$ cat src/rtl/fwd_pkg.sv
// Shared widths, bypass-select encodings and the pipeline tracking-entry type
// for the forwarding/hazard controller.
package fwd_pkg;

  localparam int unsigned REG_W = 3;
  localparam int unsigned SEL_W = 2;

  localparam logic [SEL_W-1:0] FWD_RF    = 2'b00;
  localparam logic [SEL_W-1:0] FWD_EXMEM = 2'b01;
  localparam logic [SEL_W-1:0] FWD_MEMWB = 2'b10;

  typedef struct packed {
    logic             valid;
    logic [REG_W-1:0] dest;
    logic             reg_write;
    logic             mem_read;
  } pipe_entry_t;

  // True when the tracked producer writes the register read as src.
  function automatic logic tag_match(pipe_entry_t e, logic [REG_W-1:0] src, logic zero_hw);
    return e.valid && e.reg_write && (e.dest == src) && !(zero_hw && (src == '0));
  endfunction

endpackage

$ cat src/rtl/fwd_hazard_ctrl_stage_tag_reg.sv
// One pipeline tracking entry: loads the upstream entry every cycle, or an
// invalid entry when a bubble is injected.
module stage_tag_reg
  import fwd_pkg::*;
(
  input  logic        clk,
  input  logic        rst,
  input  logic        bubble_i,
  input  pipe_entry_t d_i,
  output pipe_entry_t q_o
);

  pipe_entry_t entry_q;
  pipe_entry_t entry_d;

  always_comb begin
    entry_d = d_i;
    if (bubble_i) begin
      entry_d = '0;
    end
  end

  always_ff @(posedge clk) begin
    if (rst) begin
      entry_q <= '0;
    end else begin
      entry_q <= entry_d;
    end
  end

  assign q_o = entry_q;

endmodule

$ cat src/rtl/fwd_hazard_ctrl.sv
// Forwarding and load-use hazard controller for a 5-stage pipeline: tracks
// in-flight destinations and registers the EX-stage bypass selects.
module fwd_hazard_ctrl #(
  parameter int unsigned REG_W          = 3,
  parameter bit          ZERO_HARDWIRED = 1'b1
) (
  input  logic             clk,
  input  logic             rst,
  input  logic             id_valid,
  input  logic [REG_W-1:0] id_rs,
  input  logic [REG_W-1:0] id_rt,
  input  logic [REG_W-1:0] id_rd,
  input  logic             id_uses_rs,
  input  logic             id_uses_rt,
  input  logic             id_dest_is_rd,
  input  logic             id_reg_write,
  input  logic             id_mem_read,
  input  logic             flush,
  output logic             fwd_reg_src,
  output logic [1:0]       fwd_a_sel,
  output logic [1:0]       fwd_b_sel,
  output logic             stall,
  output logic             ex_bubble
);

  import fwd_pkg::*;

  pipe_entry_t id_entry;
  pipe_entry_t ex_q;
  pipe_entry_t mem_q;
  pipe_entry_t unused_wb_q;

  logic       load_ex;
  logic       ex_a, ex_b, mem_a, mem_b;
  logic       fwd_reg_src_q, fwd_reg_src_d;
  logic [1:0] fwd_a_sel_q, fwd_a_sel_d;
  logic [1:0] fwd_b_sel_q, fwd_b_sel_d;
  logic       ex_bubble_q, ex_bubble_d;

  always_comb begin
    id_entry           = '0;
    id_entry.valid     = 1'b1;
    id_entry.dest      = id_dest_is_rd ? id_rd : id_rt;
    id_entry.reg_write = id_reg_write;
    id_entry.mem_read  = id_mem_read;
  end

  // Source matches against the EX and MEM producers; unused sources never match.
  always_comb begin
    ex_a  = id_uses_rs && tag_match(ex_q,  id_rs, ZERO_HARDWIRED);
    ex_b  = id_uses_rt && tag_match(ex_q,  id_rt, ZERO_HARDWIRED);
    mem_a = id_uses_rs && tag_match(mem_q, id_rs, ZERO_HARDWIRED);
    mem_b = id_uses_rt && tag_match(mem_q, id_rt, ZERO_HARDWIRED);
  end

  always_comb begin
    stall   = id_valid && ex_q.mem_read && (ex_a || ex_b) && !flush;
    load_ex = id_valid && !stall && !flush;
  end

  // Load data is captured into the EX/MEM bypass after the memory read, so a
  // load sitting in MEM is forwarded through the EX/MEM path.
  always_comb begin
    fwd_reg_src_d = 1'b0;
    fwd_a_sel_d   = FWD_RF;
    fwd_b_sel_d   = FWD_RF;
    ex_bubble_d   = stall || flush;
    if (load_ex) begin
      fwd_reg_src_d = id_dest_is_rd;
      if (ex_a) begin
        fwd_a_sel_d = FWD_EXMEM;
      end else if (mem_a) begin
        fwd_a_sel_d = mem_q.mem_read ? FWD_EXMEM : FWD_MEMWB;
      end
      if (ex_b) begin
        fwd_b_sel_d = FWD_EXMEM;
      end else if (mem_b) begin
        fwd_b_sel_d = mem_q.mem_read ? FWD_EXMEM : FWD_MEMWB;
      end
    end
  end

  always_ff @(posedge clk) begin
    if (rst) begin
      fwd_reg_src_q <= 1'b0;
      fwd_a_sel_q   <= FWD_RF;
      fwd_b_sel_q   <= FWD_RF;
      ex_bubble_q   <= 1'b0;
    end else begin
      fwd_reg_src_q <= fwd_reg_src_d;
      fwd_a_sel_q   <= fwd_a_sel_d;
      fwd_b_sel_q   <= fwd_b_sel_d;
      ex_bubble_q   <= ex_bubble_d;
    end
  end

  assign fwd_reg_src = fwd_reg_src_q;
  assign fwd_a_sel   = fwd_a_sel_q;
  assign fwd_b_sel   = fwd_b_sel_q;
  assign ex_bubble   = ex_bubble_q;

  stage_tag_reg u_ex (
    .clk      (clk),
    .rst      (rst),
    .bubble_i (!load_ex),
    .d_i      (id_entry),
    .q_o      (ex_q)
  );

  stage_tag_reg u_mem (
    .clk      (clk),
    .rst      (rst),
    .bubble_i (1'b0),
    .d_i      (ex_q),
    .q_o      (mem_q)
  );

  // WB is tracked for completeness; the write-before-read register file needs no bypass from it.
  stage_tag_reg u_wb (
    .clk      (clk),
    .rst      (rst),
    .bubble_i (1'b0),
    .d_i      (mem_q),
    .q_o      (unused_wb_q)
  );

endmodule

$ cat config.mk
export PLATFORM = sky130hd
export DESIGN_NAME = fwd_hazard_ctrl
export DESIGN_NICKNAME = d
export VERILOG_FILES = /design/src/rtl/fwd_pkg.sv /design/src/rtl/fwd_hazard_ctrl_stage_tag_reg.sv /design/src/rtl/fwd_hazard_ctrl.sv
export SDC_FILE = /design/constraint.sdc
export NUM_CORES = 1
export LEC_CHECK = 0
export BUFFER_PORTS_ARGS = -buffer_cell sky130_fd_sc_hd__buf_2
export CAP_MARGIN = 10
export CORE_UTILIZATION = 53
export DETAILED_ROUTE_END_ITERATION = 10
export PLACE_DENSITY = 0.88
export SLEW_MARGIN = 20
export SYNTH_ARGS = -nofsm -noshare
export SYNTH_HDL_FRONTEND = slang
export SYNTH_HIERARCHICAL = 1
export SYNTH_SLANG_ARGS = --single-unit
export TNS_END_PERCENT = 5
$ cat constraint.sdc
create_clock -name clk -period 3.6 [get_ports clk]
set_input_delay 0.54 -clock clk [delete_from_list [all_inputs] [get_ports clk]]
set_output_delay 0.54 -clock clk [all_outputs]
set_load 0.05 [all_outputs]
==> results.md, run 1 <==
- Run status: finished, final reports clean
- Vias per cell: 5.72
- Setup_tns: 0 ns
- Clk buf depth: 2
- ANT cells: 0
- DRC: 0
- Crit path launch type: flop
- Adder-cell share of the synthesized area: 0%
- Sequential area share after synthesis: 41.7%
- Post-synth EDFFs: 0
- Setup bufs post-CTS: 0
- Sw power: 89.4 uW
- Drt pass-1 iters: 4
- Clk Latency, worst-skew pair: 0.30 ns
- Yosys Warn Count: 6
- Share of layout cells above drive strength 1: ~30%
- Total CTS buffers: 3
- Worst Setup End Kind: output port
- Port buffer count: 24
- Cell with the most instances after synthesis: dfxtp_1
- Post-synthesis xor/xnor area fraction: between 8 and 9%
- Io pins: 25
- Crit-path max FO: 6
- Pin count of the biggest net entering global routing: 15
- RSZ-0062 raised after global routing: false
- Via count: 772
- Sequential power share: roughly 55%
- Arrival time at the worst endpoint: 2.22 ns
- Clock Pin Slew Worst Setup and Hold Paths: approximately 0.10 ns
- Syn Area/Cell: 9.92 sq um
- Cts hold-fix bufs: 0
- Fmax: 362 MHz
- Static leakage: 0.414 nW
- Pwr Total: 373 uW
- Post-synth cell types: 26
- Worst Hold Class: in2reg
- CTS Root Cell: clkbuf_4
- Initial Utilization: 57.3%
- TritonCTS Sinks: 18
- Core area: 1510 sq um
- Chip Height: between 40 and 50 microns
- Maxcap violations: 0
- # rows: 14
- Critical Path, Cell by Cell: or3b_1 -> a211o_1 -> a211oi_4 -> o21ai_2 -> nor2_1 -> buf_2
- Hold wc startpoint: id_mem_read
- RePlAce Congestion: 0.841
- Crit path from: u_ex/q_o[2]
- CTS tree: done
- Mux contribution to synthesized area: 3.91%
- GRT Util Overall: 23.0%
- Antenna violations before repair: 0
- GR Overflow Total: 0
- Setup slack, reg-to-reg: 1.58 ns
- Post-synth top cells: dfxtp_1, nor3b_1, nand3_1
- Count of pins over their slew limit: 0
- Fin. Hold Viols: 0
- WL per Instance: 13.1 microns
- Most used DFF post-synth: dfxtp_1
- Die Width: around 42 microns
- Drt initial violations: 15
- CTS resizes: 0
- First-pass GRT wire length: roughly 3000 microns
- Largest stage delay, worst path: 0.40 ns
- WP data required: 3.06 ns
- Synth Cell Area: 863 sq um
- Area Growth Syn to Fin: 21.3%
- Largest family of logic cells by synthesized area: simple AND/OR/NAND/NOR gates
- Maximum vdd drop: 0.262 mV
- Tmin final: around 2.8 ns
- Final setup viols: 0
- Vias in the first global route: 735
- Antenna Nets Post-Route: 0
- #FFs+latches synth: 18
- Compound-Gate Fraction of Synth Area: approximately 14%
- Hpwl dp: 1330 microns
- DIE AREA: 1790 sq um
- Synth area leader: dfxtp_1
- Post-Syn Instances: 87
- Final nets: roughly 140
- Post-synth top area share: 41.7%
- Simple-Gate Fraction of Synth Area: between 20 and 30%
- Ys async rst share: 0%
- # fillers: 134
- H-tree levels: 1
- Comb power frac: 11.5%
- WS Path Type: reg2out
- Pint: 284 uW
- Final clock skew: 0.00811 ns
- Pwr dens: roughly 360 nW/um^2
- Clk pwr share: 33.3%
- WL final: 1770 microns
- Critical Path Slowest Stage Cell: or3b_1
- Final worst path period share: 76.7%
- Switching Share: a little under a quarter
- Top post-synthesis cells by area: dfxtp_1, nor3b_1, xnor2_1
- R2r startpoint: u_ex/q_o[2]
flip-flops by register name, indices dropped and copies added (netlist names):
name	count
u_mem/q_o	6
fwd_a_sel	2
u_ex/q_o	6
fwd_reg_src	1
ex_bubble	1
fwd_b_sel	2
final cells by class:
| class | instances | area, sq um | share of cell area [%] |
|---|---|---|---|
| repair buffers | 24 | 120 | 11.5 |
| flip-flops and latches | 18 | 360 | 34.4 |
| multi-input cells | 71 | 503 | 48.0 |
| clock buffers | 4 | 36.3 | 3.46 |
| inverters | 2 | 7.51 | 0.717 |
| well taps | 16 | 20.0 | 1.91 |
power groups by stage:
stage	Clock (mW)	Combinational, mW	Sequential [mW]
2_1_floorplan	0	0.0218	0.213
3_3_place_gp	0	0.0407	0.210
3_5_place_dp	0	0.0423	0.210
4_1_cts	0.126	0.0426	0.206
5_1_grt	0.134	0.0472	0.206
6_report	0.124	0.0429	0.206
worst max-delay path, delay by kind of cell, from the launching register on:
| family | cells | cell delay, ns |
|---|---|---|
| compound gates | 3 | 0.77 |
| buf+inv | 1 | 0.26 |
| simple gates | 2 | 0.50 |
| flops | 1 | 0.39 |
worst paths after layout:
path | cells after the start | end
min | 2 | u_ex/q_o[0]
min reg2reg | 1 | u_mem/q_o[1]
max | 6 | stall
max reg2reg | 6 | u_ex/q_o[5]
metal layers:
layer  vias to the layer above  global-route usage (%)  wire, microns
met1                       359                    26.7            766
met2                        32                    39.7            832
li1                        371                       -              -
met5                         -                       0              0
met3                        10                    5.60             97
met4                         0                    10.0             72
placed cells by master, fill, tap and decap left out, types with 2 or more instances in the layout:
| cell | instances |
|---|---|
| buf_2 | 24 |
| dfxtp_1 | 18 |
| nor3b_1 | 14 |
| nand3_1 | 8 |
| conb_1 | 7 |
| nand2_1 | 5 |
| xnor2_1 | 5 |
| a21oi_1 | 4 |
| mux2_2 | 3 |
| or3b_1 | 3 |
| a211o_1 | 3 |
| xor2_1 | 3 |
| clkbuf_4 | 3 |
| inv_1 | 2 |
| a211oi_4 | 2 |
| nor2_1 | 2 |
| and3_1 | 2 |
cell families (layout without fill, tap and decap cells):
| group | after synthesis | in the layout |
|---|---|---|
| AO/OA/AOI/OAI | 14 | 14 |
| buffers and inverters | 3 | 30 |
| AND/OR/NAND/NOR | 39 | 39 |
| multiplexers | 3 | 3 |
| flip-flops | 18 | 18 |
| other | 2 | 7 |
| XOR/XNOR | 8 | 8 |
per-stage QoR:
| step | setup WS, ns | utilization, % | hold WS, ns | instance area, sq um | std cells |
|---|---|---|---|---|---|
| floorplan | 0.704 | - | 0.444 | 882 | 92 |
| global placement | 0.950 | 67.1 | 0.483 | 1010 | 131 |
| detailed placement | 0.904 | 67.1 | 0.485 | 1010 | 131 |
| CTS | 0.853 | 69.5 | 0.494 | 1050 | 135 |
| global route | 0.698 | 69.5 | 0.487 | 1050 | 135 |
| finish | 0.838 | 69.5 | 0.495 | 1050 | 135 |
Power figures use the tool's default switching activity.
==> run 2: changes to the inputs <==
- CORE_UTILIZATION: 53 -> 49
- PLACE_DENSITY: 0.88 -> 0.83
- clock period: 3.6 -> 2.8 ns (I/O delays scaled with it)
==> results.md, run 2 (synthesis gave the netlist of run 1 again) <==
- Port buffer count: 24 (unchanged)
- Fmax: 372 MHz
- GR Overflow Total: 0 (unchanged)
- Crit-path max FO: 6 (unchanged)
- Most used cells in the layout excluding fill and tap cells: buf_2, dfxtp_1, nor3b_1 (unchanged)
- Run status: finished, final reports clean (unchanged)
- WL final: 1800 microns (was 1770 microns)
- RSZ-0062 raised after global routing: false (unchanged)
- H-tree levels: 1 (unchanged)
- Final clock skew: 0.0127 ns (was 0.00811 ns)
- WL per Instance: 13.3 microns (was 13.1 microns)
- Critical Path Slowest Stage Cell: or3b_1 (unchanged)
- Initial Utilization: 54.8% (was 57.3%)
- Share of layout cells above drive strength 1: 30.3% (unchanged)
- DRC: 0 (unchanged)
- Antenna violations before repair: 0 (unchanged)
- CTS Root Cell: clkbuf_4 (unchanged)
- Crit path launch type: flop (unchanged)
- Hold wc startpoint: id_reg_write (was id_mem_read)
- # fillers: 140 (was 134)
- CTS resizes: 0 (unchanged)
- Pin count of the biggest net entering global routing: 15 (unchanged)
- Crit Reg-Reg Endpoint: u_ex/q_o[5] (unchanged)
- Final nets: 138 (unchanged)
- Die Width: 44.0 microns (was 42.4 microns)
- Worst Hold Depth: 2 (unchanged)
- WS Path Type: reg2out (unchanged)
- Pwr Total: 479 uW (was 373 uW)
- Clock Pin Slew Worst Setup and Hold Paths: 0.11 ns (was 0.10 ns)
- Setup bufs post-CTS: 0 (unchanged)
- DIE AREA: 1930 sq um (was 1790 sq um)
- R2r startpoint: u_ex/q_o[3] (was u_ex/q_o[2])
- Multi-input logic area: 503 sq um (unchanged)
- Maxcap violations: 0 (unchanged)
- Fin. Hold Viols: 0 (unchanged)
- GRT Util Overall: 21.6% (was 23.0%)
- Setup slack, reg-to-reg: 0.80 ns (was 1.58 ns)
- Io pins: 25 (unchanged)
- Final worst path period share: a little over nine tenths
- FF-to-FF path depth: 6 (unchanged)
- Clk Latency, worst-skew pair: 0.30 ns (about the same)
- Vias in the first global route: 721 (was 735)
- Drt initial violations: 18 (was 15)
- # rows: 14 (unchanged)
- Static leakage: 0.414 nW (unchanged)
- Vias per cell: 5.61 (was 5.72)
- Clk buf depth: 2 (unchanged)
- Drt pass-1 iters: 6 (was 4)
- Arrival time at the worst endpoint: 2.27 ns (was 2.22 ns)
- Critical Path, Cell by Cell: or3b_1 -> a211o_1 -> a211oi_4 -> o21ai_2 -> nor2_1 -> buf_2 (unchanged)
- Worst Setup End Kind: output port (unchanged)
- Maximum vdd drop: 0.307 mV (was 0.262 mV)
- Area Growth Syn to Fin: 21.3% (unchanged)
- WP data required: 2.38 ns (was 3.06 ns)
- Hpwl dp: 1390 microns (was 1330 microns)
- Commonest non-fill, non-tap cell in the layout: buf_2 (unchanged)
- Largest stage delay, worst path: 0.40 ns (about the same)
- TritonCTS Sinks: 18 (unchanged)
- Count of pins over their slew limit: 0 (unchanged)
- Via count: 757 (was 772)
- Total CTS buffers: 3 (unchanged)
- Register Area: 360 sq um (unchanged)
- Cts hold-fix bufs: 0 (unchanged)
- Final setup viols: 0 (unchanged)
- Chip Height: 44.0 microns (was 42.4 microns)
- First-pass GRT wire length: 2970 microns (was 3080 microns)
- WHS Endpoint: u_ex/q_o[1] (was u_ex/q_o[0])
- CTS tree: done (unchanged)
- Setup_tns: 0 ns (unchanged)
- Core area: 1580 sq um (was 1510 sq um)
- Tmin final: 2.69 ns
- Antenna Nets Post-Route: 0 (unchanged)
- ANT cells: 0 (unchanged)
- RePlAce Congestion: 0.815 (was 0.841)
- Worst Hold Class: in2reg (unchanged)
- Pwr dens: 458 nW/um^2 (was 356 nW/um^2)
-- run 2: how the worst max path moves through the flow --
stage / startpoint / to
finish: u_ex/q_o[3] / stall
global route: u_ex/q_o[4] / stall
detailed placement: id_rt[0] / stall
CTS: u_ex/q_o[3] / stall
floorplan: id_rt[0] / stall
global placement: id_rt[0] / stall
-- run 2: area by class of cell --
cell class	count	area share, %
clock buffer	4	3.46
sequential	18	34.4
multi-input combinational	71	48.0
inverter	2	0.717
timing repair buffer	24	11.5
tap	16	1.91
-- run 2: worst max-delay path: cells and delay by family, from the launching register on --
kind	cells	cell delay, ns
AO/OA/AOI/OAI	3	0.77
buffers and inverters	1	0.28
AND/OR/NAND/NOR	2	0.54
flip-flops	1	0.38
-- run 2: per-layer routing --
metal | GRT usage (%) | share of wire, % | vias up
met4 | 9.70 | 2.4 | 0
met5 | 0 | 0 | -
met3 | 9.17 | 6.9 | 4
met1 | 23.0 | 40 | 347
li1 | - | - | 372
met2 | 37.0 | 50 | 34
-- run 2: through the flow --
step	instance area (sq um)	utilization [%]	std cells	hold slack [ns]	worst slack [ns]
3_5_place_dp	1010	64.1	131	0.483	0.278
6_report	1050	66.4	135	0.383	0.111
3_3_place_gp	1010	64.1	131	0.479	0.391
2_1_floorplan	882	-	92	0.444	0.144
5_1_grt	1050	66.4	135	0.353	0.0151
4_1_cts	1050	66.4	135	0.374	0.112
-- run 2: report_power, final --
group / internal (mW) / switching (mW) / leakage (nW) / total, mW
Combinational: 0.0250 / 0.0302 / 0.247 / 0.0553
Sequential: 0.260 / 0.00413 / 0.146 / 0.265
Clock: 0.0793 / 0.0802 / 0.0210 / 0.160
Total: 0.365 / 0.115 / 0.414 / 0.479
==> run 3: changes to the inputs <==
- CELL_PAD_IN_SITES_DETAIL_PLACEMENT: not set -> 1
- CELL_PAD_IN_SITES_GLOBAL_PLACEMENT: not set -> 2
- CORE_UTILIZATION: 49 -> 30
- PLACE_DENSITY: 0.83 -> 0.84
==> results.md, run 3 (synthesis gave the netlist of run 1 again) <==
- Tmin final: 2.63 ns (was 2.69 ns)
- WP data required: 2.38 ns (about the same)
- Count of pins over their slew limit: 0 (unchanged)
- WL final: 1970 microns (was 1800 microns)
- Hpwl dp: 1560 microns (was 1390 microns)
- Clk pwr share: 33.7% (was 33.3%)
- WS Path Type: reg2out (unchanged)
- Commonest non-fill, non-tap cell in the layout: buf_2 (unchanged)
- Setup bufs post-CTS: 0 (unchanged)
- Worst Hold Class: in2reg (unchanged)
- Pwr dens: 453 nW/um^2 (was 458 nW/um^2)
- Run status: finished, final reports clean (unchanged)
- Hold wc startpoint: id_mem_read (was id_reg_write)
- Most used cells in the layout excluding fill and tap cells: buf_2, dfxtp_1, nor3b_1 (unchanged)
- Area Growth Syn to Fin: 23.5% (was 21.3%)
- DIE AREA: 3100 sq um (was 1930 sq um)
- Fmax: 380 MHz (was 372 MHz)
- Die Width: 55.6 microns (was 44.0 microns)
- Port buffer count: 24 (unchanged)
- Largest stage delay, worst path: 0.39 ns (was 0.40 ns)
- Switching Share: 24.4% (was 23.9%)
- Final worst path period share: 94.1% (was 96.0%)
- TritonCTS Sinks: 18 (unchanged)
- Register Area: 360 sq um (unchanged)
- Antenna Nets Post-Route: 0 (unchanged)
- Critical Path End: stall (unchanged)
- Share of layout cells above drive strength 1: 30.3% (unchanged)
- CTS resizes: 0 (unchanged)
- DRC: 0 (unchanged)
- Via count: 749 (was 757)
- Arrival time at the worst endpoint: 2.21 ns (was 2.27 ns)
- Critical Path Stages: 6 (unchanged)
- RSZ-0062 raised after global routing: false (unchanged)
- Crit path from: u_ex/q_o[2] (was u_ex/q_o[3])
- Maxcap violations: 0 (unchanged)
- Comb power frac: 11.5% (about the same)
- Critical Path, Cell by Cell: or3b_1 -> a211o_1 -> a211oi_4 -> o21ai_2 -> nor2_1 -> buf_2 (unchanged)
- Final setup viols: 0 (unchanged)
- Critical Path Slowest Stage Cell: or3b_1 (unchanged)
- GRT Util Overall: 14.0% (was 21.6%)
- Drt initial violations: 15 (was 18)
- Fin. Hold Viols: 0 (unchanged)
- Antenna violations before repair: 0 (unchanged)
- Setup_tns: 0 ns (unchanged)
- Core area: 2730 sq um (was 1580 sq um)
- Final clock skew: 0.00357 ns (was 0.0127 ns)
- Vias in the first global route: 742 (was 721)
- Setup slack, reg-to-reg: 0.81 ns (was 0.80 ns)
- R2r startpoint: u_ex/q_o[2] (was u_ex/q_o[3])
- CTS tree: done (unchanged)
- Chip Height: 55.6 microns (was 44.0 microns)
- Placed instance area: 1030 sq um (was 1010 sq um)
- RePlAce Congestion: 0.756 (was 0.815)
- Total CTS buffers: 3 (unchanged)
- Pint: 365 uW (about the same)
- GR Overflow Total: 0 (unchanged)
- Least-Margin Pin Slew: 0.475 ns
- Worst Setup End Kind: output port (unchanged)
- Crit Reg-Reg Endpoint: u_ex/q_o[1] (was u_ex/q_o[5])
- Crit path launch type: flop (unchanged)
- Drt pass-1 iters: 4 (was 6)
- Slew HR: 67.5%
- Pwr Total: 482 uW (was 479 uW)
- Clk Latency, worst-skew pair: 0.30 ns (about the same)
- Clock Pin Slew Worst Setup and Hold Paths: 0.11 ns (about the same)
- WL per Instance: 13.1 microns (was 13.3 microns)
- Sequential power share: 54.9% (was 55.2%)
- FF-to-FF path depth: 6 (unchanged)
- Vias per cell: 4.99 (was 5.61)
- Pin count of the biggest net entering global routing: 15 (unchanged)
- First-pass GRT wire length: 3350 microns (was 2970 microns)
- Post-route cell area: 1070 sq um (was 1050 sq um)
- H-tree levels: 1 (unchanged)
- Clk buf depth: 2 (unchanged)
- Sw power: 118 uW (was 115 uW)
- Io pins: 25 (unchanged)
- Crit-path leading delay family: compound AO/OA/AOI/OAI gates (unchanged)
- Static leakage: 0.414 nW (unchanged)
- Multi-input logic area: 503 sq um (unchanged)
- Final nets: 138 (unchanged)
- # fillers: 325 (was 140)
- # rows: 19 (was 14)
- Cts hold-fix bufs: 0 (unchanged)
- Maximum vdd drop: 0.230 mV (was 0.307 mV)
- ANT cells: 0 (unchanged)
- Initial Utilization: 31.6% (was 54.8%)
- Crit-path max FO: 6 (unchanged)
- Critical path buffers and inverters: 1 (unchanged)
- CTS Root Cell: clkbuf_4 (unchanged)
## run 3: cell counts in the layout (fill, tap and decap cells not counted)
No cell type changed its count.
## run 3: power groups by stage
stage               clock, mW  combinational, mW  sequential [mW]
floorplan                   0             0.0281            0.273
global placement            0             0.0543            0.270
detailed placement          0             0.0559            0.271
CTS                     0.169             0.0561            0.265
global route            0.181             0.0611            0.266
finish                  0.162             0.0553            0.265
## run 3: worst min-delay path by stage
stage	cells past startpoint	to	slack, ns
6_report	2	u_ex/q_o[0]	0.37
5_1_grt	2	u_ex/q_o[0]	0.36
4_1_cts	2	u_ex/q_o[0]	0.36
3_5_place_dp	1	u_mem/q_o[1]	0.49
3_3_place_gp	1	u_mem/q_o[1]	0.49
2_1_floorplan	1	fwd_b_sel[1]	0.44
## run 3: metrics by stage
stage                     hold WS, ns  worst slack [ns]  cells  utilization (%)
after floorplan                 0.444             0.144     92                -
after global placement          0.488             0.369    146             37.7
after detailed placement        0.495             0.340    146             37.7
after CTS                       0.365             0.158    150             39.0
after global routing            0.362            0.0315    150             39.0
final                           0.372             0.166    150             39.0
## run 3: cell type report
type	count	area share [%]
clock buffers	4	3.40
inverters	2	0.704
multi-input cells	71	47.2
well taps	31	3.64
flip-flops and latches	18	33.8
repair buffers	24	11.3
## run 3: per-layer routing
layer,track usage [%],part of all wire [%],vias to the layer above
met1,17.2,47,356
met3,2.09,2.5,3
met2,23.6,49,16
met4,7.50,1.3,0
li1,-,-,374
met5,0,0,-
